===== src/rtl/uart_tx_fifo.sv =====
// rtl/uart_tx_fifo.sv - first-word-fall-through byte buffer feeding uart_tx
module uart_tx_fifo #(
  parameter int DATA_WIDTH = 8,
  parameter int DEPTH      = 16
) (
  input  logic                          clk,
  input  logic                          reset,
  input  logic                          ena,
  input  logic [DATA_WIDTH-1:0]         wr_data,
  input  logic                          wr_en,
  output logic                          full,
  output logic                          empty,
  output logic [$clog2(DEPTH):0]        level,
  output logic                          overflow,
  input  logic                          clr_ovf,
  output logic [DATA_WIDTH-1:0]         tx_data,
  output logic                          tx_valid,
  input  logic                          tx_ready
);

  localparam int LB_DEPTH = $clog2(DEPTH);
  localparam logic [LB_DEPTH:0] FULL_LEVEL = (LB_DEPTH + 1)'(DEPTH);

  logic [DATA_WIDTH-1:0] mem [DEPTH];
  logic [LB_DEPTH-1:0]   wr_ptr;
  logic [LB_DEPTH-1:0]   rd_ptr;
  logic [LB_DEPTH:0]     count;
  logic                  ovf_q;
  logic                  pop;
  logic                  push;
  logic                  drop;

  assign full     = (count == FULL_LEVEL);
  assign empty    = (count == '0);
  assign level    = count;
  assign overflow = ovf_q;
  assign tx_valid = !empty;

  // A pop frees the head slot in the same cycle, so a full FIFO still takes a write.
  assign pop  = ena && tx_valid && tx_ready;
  assign push = ena && wr_en && (!full || pop);
  assign drop = ena && wr_en && full && !pop;

  assign tx_data = tx_valid ? mem[rd_ptr] : '0;

  always_ff @(posedge clk) begin
    if (reset) begin
      wr_ptr <= '0;
      rd_ptr <= '0;
      count  <= '0;
      ovf_q  <= 1'b0;
    end else begin
      if (push) begin
        wr_ptr <= wr_ptr + LB_DEPTH'(1);
      end
      if (pop) begin
        rd_ptr <= rd_ptr + LB_DEPTH'(1);
      end
      if (push && !pop) begin
        count <= count + (LB_DEPTH + 1)'(1);
      end else if (pop && !push) begin
        count <= count - (LB_DEPTH + 1)'(1);
      end
      if (drop) begin
        ovf_q <= 1'b1;
      end else if (ena && clr_ovf) begin
        ovf_q <= 1'b0;
      end
    end
  end

  // Storage is deliberately not reset; the pointers alone define what is valid.
  always_ff @(posedge clk) begin
    if (push && !reset) begin
      mem[wr_ptr] <= wr_data;
    end
  end

endmodule

===== config.mk =====
export PLATFORM = sky130hd
export DESIGN_NAME = uart_tx_fifo
export DESIGN_NICKNAME = d
export VERILOG_FILES = /design/src/rtl/uart_tx_fifo.sv
export SDC_FILE = /design/constraint.sdc
export NUM_CORES = 1
export LEC_CHECK = 0
export BUFFER_PORTS_ARGS = -buffer_cell sky130_fd_sc_hd__clkbuf_2
export CORE_MARGIN = 2
export CORE_UTILIZATION = 55
export DETAILED_ROUTE_END_ITERATION = 12
export GPL_TIMING_DRIVEN = 0
export PLACE_DENSITY = 0.74
export SETUP_SLACK_MARGIN = 0.15
export SLEW_MARGIN = 30
export SYNTH_ARGS = -nofsm -noshare
export SYNTH_HDL_FRONTEND = slang
export SYNTH_SLANG_ARGS = --single-unit

===== constraint.sdc =====
create_clock -name clk -period 2.66 [get_ports clk]
set_input_delay 0.532 -clock clk [delete_from_list [all_inputs] [get_ports clk]]
set_output_delay 0.532 -clock clk [all_outputs]
set_load 0.05 [all_outputs]

==> impl_metrics.tcl <==
set metrics [dict create \
    worst_pin_slew_ps 920 \
    switchingPower_uw 2270 \
    drtPass1Iterations 4 \
    antenna_found_initial 0 \
    grt_pass1_wl_mm 18.7 \
    cts_root_buf "clkbuf_8" \
    gp_congestion 0.747 \
    p_int_uw 4670 \
    dp_hpwl_mm 7.48 \
    clock_path_buffers 2 \
    seqPwrFrac_pct 37.6 \
    leakagePower_uw 0.00248 \
    period_share_pct 106 \
    slew_violations 0 \
    cts_tree "done" \
    synth_seq_cells 146 \
    avgRoutedWirePerCell_um 21.6 \
    drive_above_1_share_pct 43.4 \
    synth_cells 328 \
    ys_warn_count 0 \
    vias_per_cell 5.87 \
    vias 3228 \
    fin_nets 421 \
    row_count 38 \
    ys.flop_type "edfxtp_1" \
    hold_path_depth 3 \
    r2r-start "level[2]" \
    hold_viol 0 \
    setup_viol 8 \
    status "finished, violations left" \
    r2r_slack_ps 130 \
    numCtsBuffers 17 \
    fin_skew_ps 7.15 \
    grt_busiest_layer "met2" \
    min_period_ps 2820 \
    end_kind "output pin" \
    async_flop_share_pct 0 \
    insertion_delay_ps 520 \
    syn_area_um2 5990 \
    htree_num_levels 4 \
    crit_type "flop to output pin" \
    grt_max_degree 17 \
    min_from "wr_en" \
    syn-num-nets 352 \
    core_area_um2 10700 \
    port_buffers 29 \
    sw_frac_of_total_pct 32.7 \
    rsz0062_at_grt "yes" \
    clock-sinks 146 \
    drt_iter0_markers 231 \
    ant_nets 0 \
    p_per_area_nw_per_um2 932 \
    cp_max_fo 5 \
    globalRouteMet2Util_pct 37.2 \
    worstHoldEndpoint "overflow" \
    placed_cells 500 \
    finalNonFillerCells 550 \
    required_ps 2130 \
    postSynthAreaPerCell_um2 18.3 \
    die_w_um 108 \
    grt_pass1_vias 3380 \
    diodes 0 \
    max_cap_violations 0 \
    drc 0 \
    cp.arrival_ps 2290 \
    timing.rr.end "level[4]" \
    ctsHoldBuffers 0 \
    violations "setup timing" \
    pin_count 31 \
    synth_cell_types 42 \
    synthToLayoutAreaGrowth_pct 24.4 \
    met1_usage_pct 29.7 \
    peakVddDrop_mv 0.754 \
    synth_edf_count 128 \
    hold_path_class "input pin to flop" \
    initial_core_util_pct 55.8 \
    grtUsageTotal_pct 22.5 \
    overflow 0 \
    max_slew_margin_pct 38.5 \
    use_met3_pct 5.42 \
    reg2regPathDepth 9 \
    dieArea_um2 11700 \
    pwr-share-clk_pct 28.4 \
    cp-start-kind "flop" \
    power_uw 6950 \
    clock.fmax_mhz 354 \
    chipHeight_um 108 \
    ys_seq_area_share_pct 70.2 \
    routed_wl_mm 11.9 \
    pwr-share-comb_pct 34.0 \
    setup_slack_ps -164 \
    clk_pin_slew_ps 60 \
]
## layout make-up
type	count	area, um2
clock inverter	14	73.8
buffer	20	180
multi-input combinational	157	1930
sequential	146	4220
tap	140	175
clock buffer	18	418
fill	695	3290
inverter	5	23.8
timing repair buffer	50	437
## what timing repair did
action	in CTS	in global routing
setup buffers	13	4
endpoints found under the setup margin	13	12
resized for setup	66	15
gates cloned	1	0
hold endpoints to repair	0	0
pin swaps	22	9
## worst max-delay path by stage
| stage | startpoint | end | slack, ps | cells past startpoint |
|---|---|---|---|---|
| floorplan | level[1] | level[4] | 50 | 9 |
| CTS | flop | tx_data[2] | -190 | 8 |
| detailed placement | ena | level[3] | -160 | 10 |
| finish | flop | tx_data[2] | -160 | 8 |
| global placement | reset | mem[0][5] | -630 | 5 |
| global route | flop | tx_data[3] | -230 | 8 |
## placed cells by master, fill, tap and decap left out, drive strengths merged, types with 2 or more instances in the layout
cell type,Yosys,layout
edfxtp,128,128
clkbuf,6,52
buf,14,36
mux4,32,32
nor2,24,24
dfxtp,18,18
a211oi,17,17
clkinv,0,13
mux2i,11,11
nor2b,10,10
ha,9,9
nand2,8,8
inv,5,5
nor4,5,5
nor3,4,4
xnor2,4,4
a31oi,4,4
nand3,4,4
xor2,3,3
a21oi,3,3
nand4,2,2
nor3b,2,2
or4,2,2
## kinds of logic after synthesis
group	count (synthesis)	synth area share [%]
buf+inv	25	2.46
xor+xnor	7	1.02
simple gates	65	5.58
fa+ha+maj	10	2.21
compound gates	31	3.93
mux	44	14.6
flops	146	70.2
## state kept, by name, indices dropped and copies added (netlist names), named ones only
signal,cells
rd_ptr,4
mem,128
wr_ptr,4
level,5
overflow,1
## through the flow
step	utilization (%)	hold WS, ps	cell area (um2)	setup TNS (ps)	setup slack (ps)
floorplan	-	490	6080	0	46.9
global placement	59.5	515	6400	-24020	-631
detailed placement	60.1	520	6460	-320	-163
CTS	68.3	392	7340	-1410	-195
global route	69.3	447	7450	-1650	-226
finish	69.3	414	7450	-1030	-164
## power groups by stage
stage / Combinational (uW) / Clock (uW) / Sequential (uW)
3_3_place_gp: 1710 / 0 / 2670
5_1_grt: 2490 / 2110 / 2620
4_1_cts: 2240 / 2000 / 2620
6_report: 2360 / 1970 / 2610
2_1_floorplan: 1250 / 0 / 2770
3_5_place_dp: 1750 / 0 / 2670
## worst max-delay path, stage by stage (launching register included)
cell	delay, ps
dfxtp_2	320
buf_6	130
buf_12	110
buf_16	110
mux4_2	490
nor2b_4	140
a211oi_2	180
a211oi_2	80
clkbuf_8	210
## per-layer routing
| metal | part of all wire, % | vias up | wire length (um) |
|---|---|---|---|
| li1 | - | 1457 | - |
| met1 | 43 | 1676 | 5060 |
| met2 | 53 | 87 | 6260 |
| met3 | 3.9 | 8 | 463 |
| met4 | 0.90 | 0 | 107 |
| met5 | 0 | - | 0 |
## synthesized netlist by cell type (4+ instances only)
master    instances  area [um2]
clkbuf_1          6        22.5
inv_1             5        18.8
mux4_2           23         518
mux2i_1          11         110
nor4_1            5        31.3
nand3_1           4        20.0
nor3_1            4        20.0
a211oi_1         17         128
buf_2             6        30.0
buf_4             4        30.0
dfxtp_1          18         360
edfxtp_1        128        3840
xnor2_1           4        35.0
nor2b_1          10        62.6
mux4_1            9         236
nor2_1           23        86.3
nand2_1           8        30.0
ha_1              9         113
a31oi_1           4        25.0
(Power assumes the default switching activity.)
